[config.mk]
export PLATFORM = sky130hd
export DESIGN_NAME = j_mac_accum
export DESIGN_NICKNAME = d
export VERILOG_FILES = /design/src/rtl/j_mac_accum.sv
export SDC_FILE = /design/constraint.sdc
export NUM_CORES = 1
export LEC_CHECK = 0
export CAP_MARGIN = 20
export CORE_UTILIZATION = 45
export CTS_BUF_LIST = sky130_fd_sc_hd__clkbuf_4 sky130_fd_sc_hd__clkbuf_8 sky130_fd_sc_hd__clkbuf_16
export DETAILED_ROUTE_END_ITERATION = 10
export GPL_TIMING_DRIVEN = 0
export PLACE_DENSITY = 0.66
export SKIP_LAST_GASP = 1
export SYNTH_ARGS = -nofsm -noshare
export SYNTH_HDL_FRONTEND = slang
export SYNTH_SLANG_ARGS = --single-unit
[constraint.sdc]
create_clock -name sys_clk -period 8.79 [get_ports sys_clk]
set_input_delay 1.3185 -clock sys_clk [delete_from_list [all_inputs] [get_ports sys_clk]]
set_output_delay 1.3185 -clock sys_clk [all_outputs]
set_load 0.01 [all_outputs]
[src/rtl/j_mac_accum.sv]
// 40-bit signed multiply-accumulate for the Jerry DSP datapath: three-stage pipeline
// (operand capture, product/load formation, accumulate) with a sticky signed-overflow flag.
module j_mac_accum #(
    parameter int ACC_W = 40,
    parameter int OP_W  = 16
) (
    input  logic            sys_clk,
    input  logic            reset,
    input  logic            start,
    input  logic [1:0]      op,
    input  logic [OP_W-1:0] a,
    input  logic [OP_W-1:0] b,
    output logic            busy,
    output logic            done,
    output logic [31:0]     acc_lo,
    output logic [7:0]      acc_hi,
    output logic            ovf
);

    localparam int STAGES = 3;
    localparam int PROD_W = 2 * OP_W;

    typedef enum logic [1:0] {
        OP_MULT = 2'b00,
        OP_MAC  = 2'b01,
        OP_CLR  = 2'b10,
        OP_LOAD = 2'b11
    } op_e;

    typedef struct packed {
        op_e             op;
        logic [OP_W-1:0] a;
        logic [OP_W-1:0] b;
    } s1_t;

    logic [STAGES:1] vld_pipe;
    s1_t             s1_q;
    op_e             op2_q;
    logic [ACC_W-1:0] addend_q;
    logic [ACC_W-1:0] acc_q;
    logic            ovf_q;

    // S2 operand: the signed product, or the raw {a, b} word for LOAD.
    logic signed [PROD_W-1:0] mult_c;
    logic [PROD_W-1:0]        s2_word_c;
    logic [ACC_W-1:0]         s2_ext_c;

    assign mult_c    = $signed(s1_q.a) * $signed(s1_q.b);
    assign s2_word_c = (s1_q.op == OP_LOAD) ? {s1_q.a, s1_q.b} : mult_c;
    assign s2_ext_c  = {{(ACC_W-PROD_W){s2_word_c[PROD_W-1]}}, s2_word_c};

    // S3 accumulate; overflow when like-signed addends give a result of the other sign.
    logic [ACC_W-1:0] sum_c;
    logic             mac_ovf_c;

    assign sum_c     = acc_q + addend_q;
    assign mac_ovf_c = (acc_q[ACC_W-1] == addend_q[ACC_W-1]) &&
                       (sum_c[ACC_W-1] != acc_q[ACC_W-1]);

    always_ff @(posedge sys_clk) begin
        if (reset) begin
            vld_pipe <= '0;
            s1_q     <= '0;
            op2_q    <= OP_MULT;
            addend_q <= '0;
            acc_q    <= '0;
            ovf_q    <= 1'b0;
        end else begin
            vld_pipe <= {vld_pipe[STAGES-1:1], start};
            if (start) begin
                s1_q <= '{op: op_e'(op), a: a, b: b};
            end
            if (vld_pipe[1]) begin
                op2_q    <= s1_q.op;
                addend_q <= s2_ext_c;
            end
            if (vld_pipe[2]) begin
                case (op2_q)
                    OP_MULT: begin
                        acc_q <= addend_q;
                        ovf_q <= 1'b0;
                    end
                    OP_MAC: begin
                        acc_q <= sum_c;
                        ovf_q <= ovf_q | mac_ovf_c;
                    end
                    OP_CLR: begin
                        acc_q <= '0;
                        ovf_q <= 1'b0;
                    end
                    OP_LOAD: begin
                        acc_q <= addend_q;
                        ovf_q <= 1'b0;
                    end
                endcase
            end
        end
    end

    // The retire-stage valid bit doubles as the done pulse.
    assign done   = vld_pipe[STAGES];
    assign busy   = |vld_pipe;
    assign acc_lo = acc_q[31:0];
    assign acc_hi = acc_q[ACC_W-1:32];
    assign ovf    = ovf_q;

endmodule

; Word level (Yosys, flattened, before mapping)
; Index checks and enable logic that the tools add are counted.
[op_classes]
reduce_logical = 5
eq_ne = 6
n_mul = 1
bitwise = 1
muxes = 3
addsub = 1
[op_table]
columns = operator, n
row1 = 40-bit case mux with 3 select lines, 1
row2 = 40-bit adder, 1
row3 = 16-bit by 16-bit multiplier with 32-bit output, 1
row4 = 32-bit 2-to-1 mux, 1
row5 = "2-bit == test, second input constant", 3
row6 = 3-bit OR reduction, 2
row7 = "2-bit by 1-bit == test with 1-bit output, second input constant", 1
row8 = 2-bit logical NOT, 1
row9 = 1-bit case mux with 2 select lines, 1
row10 = 2-bit OR reduction, 1
row11 = 1-bit == test, 1
row12 = 1-bit logical AND, 1
row13 = 1-bit != test, 1
row14 = 1-bit bitwise OR, 1
[word_totals]
elab_cells = 25
output_inout_bits = 43
regBits = 112
in_bits = 37

; Longest topological paths before layout
; Gate-level depths: netlist (run 1).
[depth]
word_depth = 5
mapped_depth = 24
depth_no_buf = 22

; Least setup slack after synthesis (run 1)
; Ideal clock, no wire load.
[synth_timing]
kind = flip-flop to flip-flop
from = register s1_q[31] (netlist name)
to = register, netlist name addend_q[31]
arrival_time_ns = 6.155
setup_time_ns = 0.115
setup_slack_ns = 2.520
period_less_slack_ns = 6.270
required_ns = 8.675
path_buffers = 2
stages_incl_launch_ff = 24
path_cell_list = dfxtp_1 > clkbuf_1 > clkbuf_1 > nand2_1 > inv_1 > fa_1 > inv_1 > fa_1 > fa_1 > inv_1 > fa_1 > fa_1 > inv_1 > fa_1 > inv_1 > ha_1 > and2_1 > a2111oi_0 > o211ai_1 > a211o_1 > a32oi_2 > a21oi_1 > or3_1 > and3_1
[synth_between]
elab_chain_len = 2
[synth_lines]
columns = element, line_no
row1 = "start, declared", 37  ; s1_t s1_q;
row2 = "start signal, assigned", 71  ; s1_q <= '{op: op_e'(op), a: a, b: b};
row3 = 16-bit by 16-bit multiplier with 32-bit output, 48  ; assign mult_c = $signed(s1_q.a) * $signed(s1_q.b);
row4 = 32-bit 2-to-1 mux *, 49  ; assign s2_word_c = (s1_q.op == OP_LOAD) ? {s1_q.a, s1_q.b} : mult_c;
; Mark *: on every way between the ends. The rest lies on a longest branch, timed or not.
; A chain may end at the register's enable or synchronous reset.

; Worst setup path in the final report (run 1)
[layout_timing]
from = register s1_q[31] (netlist name)
to = register, netlist name addend_q[31]
[layout_between]
elab_chain_len = 2
[layout_lines]
columns = element, line_no
row1 = 16-bit by 16-bit multiplier with 32-bit output, 48
row2 = 32-bit 2-to-1 mux *, 49
; Marks and branches as above.

==> results_tabular.tex, run 1 <==
\begin{tabular}{lr}
\hline
Metric & Value \\
\hline
\multicolumn{2}{l}{\textbf{Final layout}} \\
\quad Layout cell share with drive strength beyond 1 & $\sim$1.4\% \\
\quad Total Nets Final & about 2500 \\
\quad Core utilization of the finished layout & between 50\% and 60\% \\
\quad Layout overhead on the synthesized area & 10.3\% \\
\quad Filler instances & 3548 \\
\multicolumn{2}{l}{\textbf{Min path}} \\
\quad Hold worst-path end & addend\_q[0] \\
\quad Hold Path Depth & 2 \\
\quad Path type of the worst min-delay path & reg2reg \\
\quad Beginning of the worst hold path & addend\_q[0] \\
\multicolumn{2}{l}{\textbf{Drt}} \\
\quad Drc violations & 0 \\
\quad Routed vias/inst & $\sim$5.7 \\
\quad Final Routed Wirelength & 51.4 mm \\
\quad Number of violations reported at the end of detailed-routing iteration 0 & approximately 1000 \\
\quad Number of search-and-repair iterations in the first detailed-routing pass & 5 \\
\quad Via total after detailed routing & between 10000 and 15000 \\
\quad ANT nets after route & 0 \\
\quad Routed length per placed instance & 20.3 µm \\
\multicolumn{2}{l}{\textbf{STA}} \\
\quad Max-slew violation count & 0 \\
\quad Sum of negative setup slack & 0 ns \\
\quad Clock skew & around 0.015 ns \\
\quad Min Tclk post-route & approximately 7.5 ns \\
\quad Worst slew slack as a fraction of its limit & a little over a quarter \\
\quad Unrepaired setup endpoints after global routing & no \\
\quad Worst slew pin tran & around 1.1 ns \\
\quad Max Fclk & around 0.13 GHz \\
\quad Hold violation total from the final report & 0 \\
\quad Final-report setup violation count & 0 \\
\quad Final period utilization & between 80\% and 90\% \\
\multicolumn{2}{l}{\textbf{Worst setup path}} \\
\quad Crit Path Max Fanout & 10 \\
\quad Endpoint of the most critical register-to-register path & addend\_q[31] \\
\quad Category of the most critical setup path & reg2reg \\
\quad Slowest cell on the critical path & sky130\_fd\_sc\_hd\_\_a2111oi\_0 \\
\quad CP arrival & 7.78 ns \\
\quad CP peak stage delay & between 0.6 and 0.7 ns \\
\quad Flop-to-flop setup slack & around 1.3 ns \\
\quad Critical path startpoint category & register \\
\quad Most frequent CP cell & sky130\_fd\_sc\_hd\_\_fa\_1 \\
\quad Cell Chain, Critical Path & clkbuf\_1 -> clkbuf\_1 -> nand2\_1 -> inv\_1 -> fa\_1 -> inv\_1 -> fa\_1 -> fa\_1 -> inv\_1 -> fa\_1 -> fa\_1 -> inv\_1 -> fa\_1 -> inv\_1 -> ha\_1 -> and2\_1 -> a2111oi\_0 -> o211ai\_1 -> a211o\_1 -> a32oi\_2 -> a21oi\_1 -> or3\_1 -> and3\_1 \\
\quad Critical Path Sink Type & register \\
\quad FF-to-FF Start & s1\_q[31] \\
\quad Count of cells along the worst register-to-register path & 23 \\
\quad CP Data Required Time & approximately 9 ns \\
\multicolumn{2}{l}{\textbf{CTS}} \\
\quad Level count of the clock H-tree & 3 \\
\quad Resized cells post-CTS & 0 \\
\quad Number of buffers on the longest clock path & 2 \\
\quad Total number of clock tree sinks & 112 \\
\quad Buffer type at the clock tree root & sky130\_fd\_sc\_hd\_\_clkbuf\_16 \\
\quad Hold Buf Count CTS & 0 \\
\quad Clock tree from TritonCTS & yes \\
\quad Total clock buffers created by CTS & 9 \\
\quad Clock transition at path regs & approximately 0.090 ns \\
\quad Post-CTS Setup Repair Bufs & 0 \\
\quad Clock network latency to the later pin of the worst-skew pair & around 0.38 ns \\
\multicolumn{2}{l}{\textbf{Power}} \\
\quad Maximum ir drop on the vdd rail & 117 µV \\
\quad Leakage power summed over all cells & roughly 8.6 nW \\
\quad Power Dens Cells & $\sim$110 nW/µm² \\
\multicolumn{2}{l}{\textbf{Placed design}} \\
\quad Number of buffers inserted by port buffering & between 70 and 80 \\
\quad Routability congestion estimate from global placement & around 0.95 \\
\quad Detail Placement HPWL & roughly 41 mm \\
\multicolumn{2}{l}{\textbf{Synth}} \\
\quad Gate Count Post-Synth & between 1500 and 2000 \\
\quad Post-synthesis average cell area & roughly 8.5 µm² \\
\quad EDFF count, synth & 0 \\
\quad Flip-flop and latch count after synthesis & roughly 110 \\
\quad Share of synthesized area occupied by flip-flops and latches & between 10 and 15\% \\
\quad Synthesized net count & roughly 2400 \\
\quad Number of warnings issued by yosys & 0 \\
\quad Post-synthesis async set-or-reset flop share & 0\% \\
\quad Yosys cell types & 68 \\
\quad Cell area after technology mapping & 16700 µm² \\
\quad Most used flip-flop cell after synthesis & sky130\_fd\_sc\_hd\_\_dfxtp\_1 \\
\quad Area contributors post-synth & sky130\_fd\_sc\_hd\_\_fa\_1 (31\%), sky130\_fd\_sc\_hd\_\_dfxtp\_1 (13\%), sky130\_fd\_sc\_hd\_\_ha\_1 (9.2\%), sky130\_fd\_sc\_hd\_\_inv\_1 (7.2\%), sky130\_fd\_sc\_hd\_\_nand2\_1 (5.2\%) \\
\quad Yosys top cell area share & a little under a third \\
\quad Cell type with the largest total area after synthesis & sky130\_fd\_sc\_hd\_\_fa\_1 \\
\multicolumn{2}{l}{\textbf{Run}} \\
\quad Count of maximum capacitance violations & 0 \\
\multicolumn{2}{l}{\textbf{Die}} \\
\quad Total Die Area & roughly 38000 µm² \\
\quad DIE WIDTH & 195 µm \\
\quad Number of top-level design ports & 80 \\
\quad Number of core rows & 70 \\
\quad Floorplan core area & $\sim$37000 µm² \\
\quad Initial cell density of the core & a little under half \\
\quad Vertical die dimension & roughly 200 µm \\
\multicolumn{2}{l}{\textbf{GRT}} \\
\quad Pin count of the biggest net entering global routing & 20 \\
\quad GRT Resource Usage Total & 28.2\% \\
\quad First-pass GRT wire length & 82.2 mm \\
\quad Initial antenna violation count & 2 \\
\quad Via count of the first global-routing pass & roughly 15000 \\
\quad Gr ovfl total & 0 \\
\multicolumn{2}{l}{\textbf{Run status}} \\
\quad Outcome & finished clean \\
\hline
\end{tabular}
Yosys cell counts, drive strengths merged, types with 42 or more instances:
cell,count
o21ai,54
mux2i,42
dfxtp,112
nor2,151
and2,133
a211oi,42
fa,263
inv,320
ha,123
nand2,232
a21oi,60
clkbuf,89
metal layers:
| layer | up-vias | routed length, µm | global-route usage, % |
|---|---|---|---|
| met5 | - | 11 | 0 |
| met4 | 2 | 1970 | 11.1 |
| met3 | 117 | 3730 | 5.14 |
| met2 | 535 | 24200 | 47.2 |
| met1 | 7089 | 21500 | 35.9 |
| li1 | 6577 | - | - |
power breakdown:
| group | switching (mW) | internal, mW |
|---|---|---|
| logic | 0.551 | 0.370 |
| registers | 0.0576 | 0.541 |
| clock network | 0.233 | 0.284 |
| total | 0.841 | 1.19 |
critical path, delay by kind of cell, from the launching register on:
family,cells,cell delay (ns)
adder cells (fa/ha/maj),7,3.22
AO/OA/AOI/OAI,5,1.55
buffers and inverters,7,1.42
AND/OR/NAND/NOR,4,0.91
flip-flops,1,0.31
cell usage in the layout (no fill, tap or decap), types with 12 or more instances in the layout:
cell / n
sky130_fd_sc_hd__nor2_1: 151
sky130_fd_sc_hd__dfxtp_1: 112
sky130_fd_sc_hd__mux2i_1: 42
sky130_fd_sc_hd__clkbuf_1: 89
sky130_fd_sc_hd__a21o_1: 23
sky130_fd_sc_hd__o21a_1: 13
sky130_fd_sc_hd__nand2_1: 232
sky130_fd_sc_hd__fa_1: 263
sky130_fd_sc_hd__and2_1: 133
sky130_fd_sc_hd__or3_1: 12
sky130_fd_sc_hd__clkdlybuf4s50_1: 78
sky130_fd_sc_hd__a21oi_1: 60
sky130_fd_sc_hd__nand3_1: 29
sky130_fd_sc_hd__a311oi_1: 29
sky130_fd_sc_hd__xor2_1: 12
sky130_fd_sc_hd__xnor2_1: 34
sky130_fd_sc_hd__a211oi_1: 41
sky130_fd_sc_hd__o21ai_0: 44
sky130_fd_sc_hd__inv_1: 320
sky130_fd_sc_hd__o211ai_1: 18
sky130_fd_sc_hd__nor3_1: 16
sky130_fd_sc_hd__ha_1: 123
per-stage QoR:
step	setup WS, ns	cell area (µm²)	hold slack, ns	instances	total power [mW]
2_1_floorplan	2.52	16700	0.460	1968	1.23
3_3_place_gp	1.34	18100	0.481	2514	1.50
3_5_place_dp	1.26	18100	0.486	2514	1.52
4_1_cts	1.23	18400	0.499	2530	2.03
5_1_grt	0.928	18400	0.533	2530	2.17
6_report	1.28	18500	0.505	2531	2.04
cell type report:
cell class                      instances  area (µm²)  share of cell area [%]
Clock inverter                          7         126                   0.685
Tap cell                              468         586                    3.17
Sequential cell                       112        2240                    12.2
Multi-Input combinational cell       1436       12900                    70.0
Clock buffer                            9         225                    1.22
Timing Repair Buffer                   78         781                    4.23
Inverter                              320        1200                    6.51
Antenna cell                            1        2.50                  0.0136
Buffer                                100         375                    2.03
how the worst max path moves through the flow:
stage                   from            to  slack (ns)  depth (start not counted)
global route        s1_q[31]  addend_q[31]        0.93                         23
detailed placement  s1_q[30]  addend_q[31]        1.26                         21
finish              s1_q[31]  addend_q[31]        1.28                         23
global placement    s1_q[31]  addend_q[31]        1.34                         23
floorplan           s1_q[31]  addend_q[31]        2.52                         23
CTS                 s1_q[30]  addend_q[31]        1.23                         21
sequential cells by signal, summed over array words and instances, names as in the netlist:
signal / cells
op2_q: 2
addend_q: 32
ovf: 1
s1_q: 34
vld_pipe: 3
acc_q: 40
cells by family after synthesis:
kind of cell             Yosys count  share of synthesized area, %
AND/OR/NAND/NOR                  638                          18.0
buffers and inverters            420                          9.42
adder cells (fa/ha/maj)          386                          40.7
AO/OA/AOI/OAI                    323                          13.5
flip-flops                       112                          13.4
XOR/XNOR                          46                          2.41
multiplexers                      43                          2.58
Power figures use the tool's default switching activity.
==> inputs of run 2 (changes only) <==
--- a/config.mk
+++ b/config.mk
@@ -5,7 +5,6 @@
 export SDC_FILE = /design/constraint.sdc
 export NUM_CORES = 1
 export LEC_CHECK = 0
-export CAP_MARGIN = 20
 export CORE_UTILIZATION = 45
 export CTS_BUF_LIST = sky130_fd_sc_hd__clkbuf_4 sky130_fd_sc_hd__clkbuf_8 sky130_fd_sc_hd__clkbuf_16
 export DETAILED_ROUTE_END_ITERATION = 10
==> results of run 2 <==
The final DEF is identical to that of run 1; final timing and power are the same.
